===== config.mk =====
export PLATFORM = sky130hd
export DESIGN_NAME = ctrl_pipe
export DESIGN_NICKNAME = d
export VERILOG_FILES = /design/src/rtl/ctrl_pipe.sv
export SDC_FILE = /design/constraint.sdc
export NUM_CORES = 1
export LEC_CHECK = 0
export ABC_AREA = 1
export CAP_MARGIN = 20
export CORE_MARGIN = 2
export CORE_UTILIZATION = 49
export CTS_CLUSTER_SIZE = 25
export DETAILED_ROUTE_END_ITERATION = 8
export GPL_TIMING_DRIVEN = 0
export PLACE_DENSITY = 0.8
export SKIP_CTS_REPAIR_TIMING = 1
export SYNTH_ARGS = -nofsm -noshare
export SYNTH_HDL_FRONTEND = slang
export SYNTH_SLANG_ARGS = --single-unit

===== constraint.sdc =====
create_clock -name clk -period 2.1 [get_ports clk]
set_input_delay 0.525 -clock clk [delete_from_list [all_inputs] [get_ports clk]]
set_output_delay 0.525 -clock clk [all_outputs]
set_load 0.005 [all_outputs]

===== src/rtl/ctrl_pipe.sv =====
// Decode-to-writeback control pipeline for the five-stage RV32I core: E/M/W control
// registers with stall/flush handling, next-PC select in Execute, and a retired-instruction counter.
module ctrl_pipe #(
  parameter int CNT_WIDTH = 32
) (
  input  logic                 clk,
  input  logic                 reset,
  input  logic                 validD,
  input  logic                 RegWriteD,
  input  logic                 MemWriteD,
  input  logic                 BranchD,
  input  logic                 JumpD,
  input  logic                 ALUSrcD,
  input  logic                 SrcAsrcD,
  input  logic                 jumpRegD,
  input  logic [1:0]           ResultSrcD,
  input  logic                 StallE,
  input  logic                 FlushE,
  input  logic                 BranchTakenE,
  output logic                 RegWriteE,
  output logic                 MemWriteE,
  output logic                 ALUSrcE,
  output logic                 SrcAsrcE,
  output logic [1:0]           ResultSrcE,
  output logic                 LoadE,
  output logic                 PCSrcE,
  output logic                 TargetSelE,
  output logic                 RegWriteM,
  output logic                 MemWriteM,
  output logic [1:0]           ResultSrcM,
  output logic                 RegWriteW,
  output logic [1:0]           ResultSrcW,
  output logic [CNT_WIDTH-1:0] instret
);

  typedef struct packed {
    logic       valid;
    logic       reg_write;
    logic       mem_write;
    logic       branch;
    logic       jump;
    logic       alu_src;
    logic       srca_src;
    logic       jump_reg;
    logic [1:0] result_src;
  } e_ctl_t;

  typedef struct packed {
    logic       valid;
    logic       reg_write;
    logic       mem_write;
    logic [1:0] result_src;
  } m_ctl_t;

  typedef struct packed {
    logic       valid;
    logic       reg_write;
    logic [1:0] result_src;
  } w_ctl_t;

  e_ctl_t               d_bundle;
  e_ctl_t               e_d, e_q;
  m_ctl_t               m_d, m_q;
  w_ctl_t               w_d, w_q;
  logic [CNT_WIDTH-1:0] instret_d, instret_q;

  // An invalid decode slot is turned into a clean bubble so no stray control bit leaks into E.
  always_comb begin
    d_bundle = '0;
    if (validD) begin
      d_bundle.valid      = 1'b1;
      d_bundle.reg_write  = RegWriteD;
      d_bundle.mem_write  = MemWriteD;
      d_bundle.branch     = BranchD;
      d_bundle.jump       = JumpD;
      d_bundle.alu_src    = ALUSrcD;
      d_bundle.srca_src   = SrcAsrcD;
      d_bundle.jump_reg   = jumpRegD;
      d_bundle.result_src = ResultSrcD;
    end
  end

  always_comb begin
    e_d = e_q;
    if (FlushE) begin
      e_d = '0;
    end else if (!StallE) begin
      e_d = d_bundle;
    end
  end

  // A stalled E never advances, so M takes a bubble for every stall cycle, flushed or not.
  always_comb begin
    m_d = '0;
    if (!StallE) begin
      m_d.valid      = e_q.valid;
      m_d.reg_write  = e_q.reg_write;
      m_d.mem_write  = e_q.mem_write;
      m_d.result_src = e_q.result_src;
    end
  end

  always_comb begin
    w_d            = '0;
    w_d.valid      = m_q.valid;
    w_d.reg_write  = m_q.reg_write;
    w_d.result_src = m_q.result_src;
  end

  always_comb begin
    instret_d = instret_q + CNT_WIDTH'(w_q.valid);
  end

  always_ff @(posedge clk or posedge reset) begin
    if (reset) begin
      e_q       <= '0;
      m_q       <= '0;
      w_q       <= '0;
      instret_q <= '0;
    end else begin
      e_q       <= e_d;
      m_q       <= m_d;
      w_q       <= w_d;
      instret_q <= instret_d;
    end
  end

  assign RegWriteE  = e_q.valid & e_q.reg_write;
  assign MemWriteE  = e_q.valid & e_q.mem_write;
  assign ALUSrcE    = e_q.alu_src;
  assign SrcAsrcE   = e_q.srca_src;
  assign ResultSrcE = e_q.result_src;
  assign LoadE      = e_q.valid & (e_q.result_src == 2'b01);

  // Masking with StallE keeps a stalled branch/jump from redirecting fetch on every stall cycle.
  assign PCSrcE     = e_q.valid & ~StallE & ((e_q.branch & BranchTakenE) | e_q.jump);
  assign TargetSelE = e_q.jump & ~e_q.jump_reg;

  assign RegWriteM  = m_q.valid & m_q.reg_write;
  assign MemWriteM  = m_q.valid & m_q.mem_write;
  assign ResultSrcM = m_q.result_src;

  assign RegWriteW  = w_q.valid & w_q.reg_write;
  assign ResultSrcW = w_q.result_src;

  assign instret    = instret_q;

endmodule

Word-level counts from Yosys, hierarchy flattened --
Cells that the tools add are included. Widths: inputs -> output; s select.
Operators by class: add/sub/neg operators 1, muxes and demuxes 4, equal/unequal tests 2, bitwise gates (word level) 13
Operators by type and width (count):
- $add 32x1->32 | 1
- $mux 10 | 3
- $and 1x1->1 | 10
- $mux 5 | 1
- $eq 2x1->1 const B | 1
- $ne 2x1->1 const B | 1
- $not 1->1 | 2
- $or 1x1->1 | 1
Storage, ports and cells: input port bits 15, register bits after elaboration 51, output and inout port bits 48, word-level logic and storage cells 37

Longest topological paths before layout --
depth in word-level cells 3, depth in mapped cells 9, mapped depth without buffers 9

Worst setup path before layout --
OpenSTA, ideal clock, no wires.
path type input port to output port, from input StallE, to output PCSrcE, slack 642 ps, path buffers 1, required time 1575 ps, data arrival time 933 ps, cell stages on the path 2, cells stage by stage clkbuf_1 > nor3_1
Between the ends: word-level cells in the longest chain between the ends 3
Ends and longest elaborated chain:
- start: declaration | RTL line 17 | input logic StallE,
- $not 1->1 | RTL line 136 | assign PCSrcE = e_q.valid & ~StallE & ((e_q.branch & BranchTakenE) | e_q.jump);
- $and 1x1->1 (2 in a row) | RTL line 136
- end: declaration | RTL line 26 | output logic PCSrcE,
Every way passes these cells.

Worst setup path in the final report --
from register e_q[9] in the netlist's numbering, to output LoadE
Between the ends: word-level cells in the longest chain between the ends 1
Ends and longest elaborated chain:
- start: declaration | RTL line 62 | e_ctl_t e_d, e_q;
- start signal: assignment | RTL line 116 | e_q <= '0;
- start signal: assignment | RTL line 121 | e_q <= e_d;
- $and 1x1->1 | RTL line 133 | assign LoadE = e_q.valid & (e_q.result_src == 2'b01);
- end: declaration | RTL line 25 | output logic LoadE,
Every way passes these cells.

==> results.md <==
- Top_reg_cell synth: dfrtp_1
- Routed len/inst: 11.65 um
- RD Place Congestion: 0.9093
- GRT overflow: 0
- Drt via density: 4.832
- RSZ-0062 raised after global routing: false
- FFs w/ async S/R, synth: 100.0%
- Max VDD drop: 0.3550 mV
- Site Rows: 25
- Levels on crit path: 3
- List of most frequent post-synthesis cells: nand2_1 (100), dfrtp_1 (51), inv_1 (42), nor2_1 (39)
- Dpl ws: -0.3478 ns
- Period minus WS final: 1.955 ns
- Sw Ratio: 25.45%
- Pint: 1426 uW
- FF+latch count, synth: 51
- Die Y: 75.07 um
- HP Start: ResultSrcM[1]$_DFF_PP0_
- Hold depth: 0
- Sequential power share: 57.2%
- Post-route setup TNS: 0 ns
- Cell area after synthesis: 0.002475 sq mm
- Sequential area share after synthesis: 51.57%
- Syn_area_per_cell: 8.195 sq um
- Synth cell types: 19
- Area fraction of the dominant cell type after synthesis: 51.57%
- Router iterations before antenna repair: 4
- CTS tree: done
- Initial antenna violation count: 0
- Core Area: 0.004786 sq mm
- Worst Reg-to-Reg Cells: 9
- Worst-Margin Slew: 0.5163 ns
- Die footprint: 0.005636 sq mm
- Final Core Density: 68.94%
- Nets: 390
- Hold WS: 0.3861 ns
- Final wirelength: 5.125 mm
- Clk_skew: 0.006227 ns
- Slew headroom: 65.53%
- Die Span X: 75.07 um
- Crit. End Element: output port
- Global-route wire length before repair: 8.369 mm
- Outcome: complete, no violations
- Pwr Density: 579.9 mW/mm^2
- R2R Path Start: w_q[3]$_DFF_PP0_
- Area grow syn2layout: 33.32%
- H-tree depth: 2
- Synth area leaders: dfrtp_1 (52%), nand2_1 (15%), inv_1 (6.4%)
- Cells along the critical path: inv_1 -> nor3_1 -> clkdlybuf4s50_1
- Clock root cell: clkbuf_8
- DR vias: 2126
- Number of I/O pins: 63
- Synth Instances: 302
- Combinational cell fraction of total power: 12.7%
- Max FO, Critical Path: 4
- EDFF count, synth: 0
- Leading area contributor after synthesis: dfrtp_1
- Worst path slowest cell: clkdlybuf4s50_1
- Static Leak: 0.001545 uW
- Clock share of power: 30.1%
- Worst setup SP type: register
- Slew Viols, Final: 0
- Yosys warns: 0
- All-Layer GR Usage: 19.81%
- Vias in the first global route: 1878
- Detailed Route Iter0 Violations: 79
- Layout cells sized above 1: 8.043%
- Worst setup path startpoint: e_q[9]$_DFFE_PP0P_
- Switching power total: 487.0 uW
- Worst path arrival time: 1.43 ns
- R2R setup slack: 0.49 ns
- FF-to-FF End: instret[20]$_DFF_PP0_
- I/O Buffers: 62
- Buffers plus inverters on the worst setup path: 2
- Max-cap check violation count: 0
- Syn_nets: 320
- CTS Sinks: 51
- Final WS setup: 0.1448 ns
- DPL Wire Length: 3.953 mm
- Antenna viol nets, final: 0
- Worst setup endpoint: LoadE
- Final period utilization: 93.11%
- Fin area: 0.003299 sq mm
- Ant. Diodes: 0
- Crit path largest cell delay: 0.52 ns
- CTS Buf Count: 5
- CP required: 1.57 ns
- Top-count cell post-synth: nand2_1
- Worst min path class: reg -> reg
- WS Path Type: reg -> out
- Starting Density: 51.71%
- Placement-stage cell area: 0.003199 sq mm
- Drt drc: 0
- Worst-path clk slew: 0.10 ns
- Clk Latency, worst-skew pair: 0.31 ns
- CTS Buffer Depth: 2
- Fmax: 0.5114 GHz
- Largest net degree at the start of global routing: 30
- CP top delay family: buffers and inverters
- Final setup fails: 0
- Final Hold Fails: 0
-- sequential cells by signal (all words and copies together) (netlist names) --
signal      cells
ResultSrcW      2
m_q             3
ResultSrcM      2
w_q             2
ALUSrcE         1
e_q             6
ResultSrcE      2
SrcAsrcE        1
instret        32
-- kinds of logic after synthesis --
logic type | after synthesis | synth area share, %
buffers and inverters | 49 | 8.341
adder cells (fa/ha/maj) | 3 | 1.517
AO/OA/AOI/OAI | 11 | 2.477
flip-flops | 51 | 51.57
XOR/XNOR | 15 | 5.308
AND/OR/NAND/NOR | 173 | 30.79
-- cell type report --
type,instances,area (sq um)
fill,412,1486
sequential,51,1276
multi-input combinational,202,997.2
timing repair buffer,63,643.1
inverter,42,157.7
tap,67,83.83
clock buffer,6,72.57
buffer,7,52.55
clock inverter,2,16.27
-- worst register-to-register path, cell delays in order (launching register included) --
cell	delay (ns)
dfrtp_1	0.39
ha_1	0.17
ha_1	0.18
nand2_1	0.10
nor2_4	0.14
nand2_2	0.15
nor2_4	0.19
nand2_1	0.07
nand2_1	0.06
nand2_1	0.05
-- how the worst min path moves through the flow --
stage | endpoint | slack, ns
global route | w_q[2]$_DFF_PP0_ | 0.39
global placement | w_q[2]$_DFF_PP0_ | 0.36
floorplan | w_q[2]$_DFF_PP0_ | 0.35
detailed placement | ResultSrcW[1]$_DFF_PP0_ | 0.36
finish | ResultSrcW[1]$_DFF_PP0_ | 0.39
CTS | w_q[2]$_DFF_PP0_ | 0.38
-- per-layer routing --
layer / global-route usage, % / vias up / wire [um] / part of all wire, %
met5: 0 / - / 0 / 0
met4: 5.952 / 0 / 61 / 1.2
met3: 4.016 / 6 / 274 / 5.3
met2: 31.87 / 65 / 2474 / 48
met1: 27.20 / 1005 / 2315 / 45
li1: - / 1050 / - / -
-- power by group through the flow --
| stage | registers (uW) | logic, uW | clock network, uW |
|---|---|---|---|
| after global placement | 1110 | 236 | 0 |
| after CTS | 1090 | 248 | 582 |
| final | 1090 | 244 | 576 |
| after detailed placement | 1110 | 248 | 0 |
| after floorplan | 1110 | 89.1 | 0 |
| after global routing | 1100 | 273 | 623 |
-- per-stage QoR --
stage	std cells	total power (uW)
after floorplan	302	1198
after global placement	431	1346
after detailed placement	432	1362
after CTS	440	1925
after global routing	440	2001
final	440	1913
-- cells in the final DEF (no fill, tap or decap), types with 2 or more instances in the layout --
cell,count
ha_1,3
xnor2_1,4
nand2_1,100
nand2_2,2
buf_4,7
o21ai_0,5
o22ai_1,5
inv_1,41
xor2_1,11
nand3b_1,8
clkbuf_8,5
nand3_1,11
clkdlybuf4s50_1,61
nor2_4,6
nor2_1,39
dfrtp_1,51
nor2_2,4
Power figures use the tool's default switching activity.
==> RTL change 1, RTL diff (config.mk and constraints unchanged) <==
Make the reset (`reset`) synchronous in one clocked block.
--- a/src/rtl/ctrl_pipe.sv
+++ b/src/rtl/ctrl_pipe.sv
@@ -111,7 +111,7 @@
     instret_d = instret_q + CNT_WIDTH'(w_q.valid);
   end
 
-  always_ff @(posedge clk or posedge reset) begin
+  always_ff @(posedge clk) begin
     if (reset) begin
       e_q       <= '0;
       m_q       <= '0;
Formal check against the unedited RTL: differs if reset is asserted again (counterexample within 4 cycles, from zero or initial values and one cycle with reset high); with reset held inactive, the same outputs for 10 cycles.
==> RTL change 1 against the original RTL <==
- sequential cell count unchanged
- synthesized area shrank 3.0%
- critical path type is now primary input to primary output
- worst setup slack got worse by 0.071 ns
- final area decreased by 3.1%
- wire length rose by 10%
- critical path depth up 1
- worst hold slack better by 0.040 ns
Power is not compared: it rests on default switching activity, and its combinational part moved more than twofold at a synthesized area within 25%.
==> RTL change 1: results <==
{
  "place_area_mm2": 0.003094,
  "combPwrFrac_pct": 4.8,
  "num_rows": 25,
  "crit_fanout": 10,
  "cpPeakStageDelay_ns": 0.44,
  "gr-total-overflow": 0,
  "clk-power_mw": 0.604,
  "multi_input_comb_area_mm2": 0.001172,
  "vias_per_cell": 4.778,
  "multi_input_cells": 252,
  "clk_path_buf_depth": 2,
  "clk_pin_slew_worst_paths_ns": 0.10,
  "clock_area_share_pct": 2.976,
  "port_buffers": 61,
  "clock-sinks": 51,
  "status": "complete, no violations",
  "gp_congestion": 0.8864,
  "antenna_found_initial": 0,
  "drive_gt1_share_pct": 9.286,
  "hpwl_mm": 4.351,
  "cts_made_buffers": 5,
  "grt_pass1_vias": 2105,
  "p_leak_nw": 1.243,
  "hold_path.class": "register to register",
  "ir_drop_uv": 356.2,
  "fill_cells": 429,
  "antenna_cells": 0,
  "nonClkBufAreaFrac_pct": 21.53,
  "nets": 437,
  "clock_skew_ns": 0.009941,
  "drt_first_pass_iters": 4,
  "largest_register_ff_count": 32,
  "dr.first_iter.drc_count": 114,
  "yosysSeqAreaShare_pct": 42.54,
  "synthTopCellsByCount": "nand2_1 (94), nor2_1 (71), dfxtp_1 (51)",
  "syn_nets": 369,
  "htreeDepth": 2,
  "worstMarginPinSlew_ns": 0.5738,
  "buffers": 73,
  "async_flop_share_pct": 0,
  "globalRouteTotalUtil_pct": 21.80,
  "critPathSlowestCell": "clkdlybuf4s50_1",
  "grt_max_degree": 16,
  "grt_pass1_wl_mm": 9.273,
  "netlist_top_cells_area": "dfxtp_1 (43%), nand2_1 (15%), nor2_1 (11%), a21oi_1 (6.3%), inv_1 (5.2%)",
  "root_buffer": "clkbuf_8",
  "seq_share_pct": 31.95,
  "inv_count": 36,
  "nClkBuffers": 7,
  "swShare_pct": 22.65,
  "yosysWarnings": 0,
  "drt-total-wl_mm": 5.646,
  "yosysUniqueCellTypes": 28,
  "crit_arrival_ns": 1.50,
  "clock_latency_ns": 0.31
}
-- RTL change 1: routing by layer --
metal	global-route usage, %	wire length [um]	vias to the layer above	part of all wire [%]
met3	5.285	378	5	6.7
met1	29.50	2612	1041	46
li1	-	-	1217	-
met5	0	0	-	0
met4	5.051	40	0	0.71
met2	35.42	2614	64	46
-- RTL change 1: stage by stage --
stage / utilization (%) / hold WS, ns / setup slack (ns) / power, mW / instances
5_1_grt: 67.66 / 0.4543 / 0.001088 / 1.710 / 487
2_1_floorplan: - / 0.4033 / 0.6444 / 1.036 / 351
6_report: 67.66 / 0.4258 / 0.07410 / 1.659 / 487
3_3_place_gp: 65.51 / 0.4083 / -0.3869 / 1.076 / 479
3_5_place_dp: 65.51 / 0.4148 / -0.4088 / 1.078 / 479
4_1_cts: 67.52 / 0.4285 / -0.4054 / 1.668 / 487
-- RTL change 1: path summary, 6_finish.rpt --
check	start	to	slack, ns	cells past startpoint
worst max-delay path	StallE	PCSrcE	0.07	4
worst min-delay path	ResultSrcM[1]	ResultSrcW[1]	0.43	2
worst max register to register	instret[0]	instret[30]	0.50	9
worst min register to register	ResultSrcM[1]	ResultSrcW[1]	0.43	2
-- RTL change 1: critical path: cells and delay by family --
kind                   cells  cell delay (ns)
buffers and inverters      3             0.80
AND/OR/NAND/NOR            1             0.18
-- RTL change 1: cells by family (layout without fill, tap and decap cells) --
logic type	after synthesis	in the layout	synth area share (%)
DFF	51	51	42.54
and+or+nand+nor	210	210	38.32
buffers and inverters	48	117	8.602
xor gates and xnor gates	4	4	1.460
adders and majority gates	3	3	1.564
AOI/OAI and AO/OA	35	35	7.508
==> RTL change 2, RTL diff (same flow settings) <==
Made on the original files. Set the parameter `CNT_WIDTH` to 64 (it was 32).
--- a/src/rtl/ctrl_pipe.sv
+++ b/src/rtl/ctrl_pipe.sv
@@ -1,7 +1,7 @@
 // Decode-to-writeback control pipeline for the five-stage RV32I core: E/M/W control
 // registers with stall/flush handling, next-PC select in Execute, and a retired-instruction counter.
 module ctrl_pipe #(
-  parameter int CNT_WIDTH = 32
+  parameter int CNT_WIDTH = 64
 ) (
   input  logic                 clk,
   input  logic                 reset,
Interface: changed (resized instret); port bits go from 63 to 95. No check against the original RTL was run, so the function may have changed too.
==> RTL change 2 against the original RTL <==
- synthesized area grew 81%
- sequential cell count grew 32
- final area grew 77%
- maximum frequency shrank 2.5%
- wire length grew 140%
- total power grew 74%
- first-iteration DRC count grew to 2.6 times the old value
- die area grew 76%
- register-to-register slack lost 0.18 ns
- worst setup slack lost 0.050 ns
- sequential share of layout area shrank 3.1 points
- highest routed layer unchanged
==> RTL change 2: results <==
{
  "status": "complete, no violations",
  "yosysWarnings": 0,
  "hpwl_mm": 9.680,
  "synthTopCellsByCount": "nand2_1 (203), nor2_1 (118), dfrtp_1 (83)",
  "fill_cells": 748,
  "yosysSeqAreaShare_pct": 46.42,
  "clock_skew_ns": 0.01737,
  "dr.first_iter.drc_count": 209,
  "met1Wirelength_mm": 5.235,
  "p_leak_nw": 2.557,
  "port_buffers": 94,
  "cts_made_buffers": 9,
  "clock_latency_ns": 0.37,
  "drt_first_pass_iters": 5,
  "yosysUniqueCellTypes": 24,
  "vias_per_cell": 5.111,
  "crit_arrival_ns": 1.48,
  "wl_met2_mm": 5.759,
  "drt-total-wl_mm": 12.09,
  "post-place-ws_ns": -0.3831,
  "clk_path_buf_depth": 2,
  "relSlewSlack_pct": 65.99,
  "htreeDepth": 3,
  "crit_fanout": 10,
  "gp_congestion": 0.9484,
  "r2r-start": "instret[0]",
  "place_area_mm2": 0.005594,
  "syn_nets": 616,
  "clk_pin_slew_worst_paths_ns": 0.08,
  "grt_pass1_wl_mm": 19.98,
  "r2r-end": "instret[38]",
  "nets": 723,
  "antenna_found_initial": 0,
  "ir_drop_uv": 358.6,
  "reg2reg_slack_ns": 0.31,
  "finalHoldWorstSlack_ns": 0.3801
}
RTL change 2: cell types whose count changed after synthesis, sizes merged:
| cell | unedited run | this run |
|---|---|---|
| dfrtp | 51 | 83 |
| xnor2 | 4 | 21 |
| o21ai | 5 | 24 |
| nor2 | 49 | 132 |
| nand3b | 8 | 5 |
| ha | 3 | 2 |
| inv | 42 | 65 |
| nand4 | 0 | 9 |
| nand3 | 12 | 18 |
| nand2 | 102 | 214 |
RTL change 2: area by class of cell:
type	count	area share, %
Sequential cell	83	35.57
Multi-Input combinational cell	444	36.13
Timing Repair Buffer	96	16.88
Clock inverter	6	1.607
Clock buffer	10	2.357
Inverter	65	4.243
Buffer	7	0.8999
Tap cell	108	2.314
RTL change 2: worst max path at each step:
stage | slack (ns) | from | endpoint | cells after the start
2_1_floorplan | 0.51 | instret[0] | instret[38] | 9
3_3_place_gp | -0.35 | StallE | PCSrcE | 4
3_5_place_dp | -0.38 | StallE | PCSrcE | 4
4_1_cts | -0.40 | StallE | PCSrcE | 4
5_1_grt | 0.05 | w_q[3] | instret[38] | 9
6_report | 0.09 | StallE | PCSrcE | 4
RTL change 2: critical path, cell delays in order:
cell	delay [ns]
clkdlybuf4s50_1	0.43
buf_4	0.18
nor3_1	0.19
dlymetal6s2s_1	0.15
RTL change 2: logic make-up (layout without fill, tap and decap cells):
group                    Yosys count  after routing  share of synthesized area, %
AO/OA/AOI/OAI                     30             30                         3.495
XOR/XNOR                          32             32                         6.264
adder cells (fa/ha/maj)            2              2                        0.5592
buffers and inverters             72            184                         6.543
flip-flops                        83             83                         46.42
AND/OR/NAND/NOR                  380            380                         36.72
RTL change 2: per-stage QoR:
stage,utilization (%),instances
final,66.31,819
after global routing,66.31,819
after CTS,66.16,819
after detailed placement,63.53,803
after global placement,63.07,801
after floorplan,-,599
RTL change 2: power by group:
| part | leakage [nW] | switching (mW) | internal (mW) |
|---|---|---|---|
| Combinational | 1.30 | 0.115 | 0.154 |
| Clock | 0.113 | 0.628 | 0.713 |
| Sequential | 1.14 | 0.0570 | 1.66 |
RTL change 2: layer usage:
layer  GRT usage, %  vias to the layer above
met5              0                        -
met4          8.957                        0
met3          5.903                       27
met2          42.57                      150
met1          33.61                     1957
li1               -                     2052
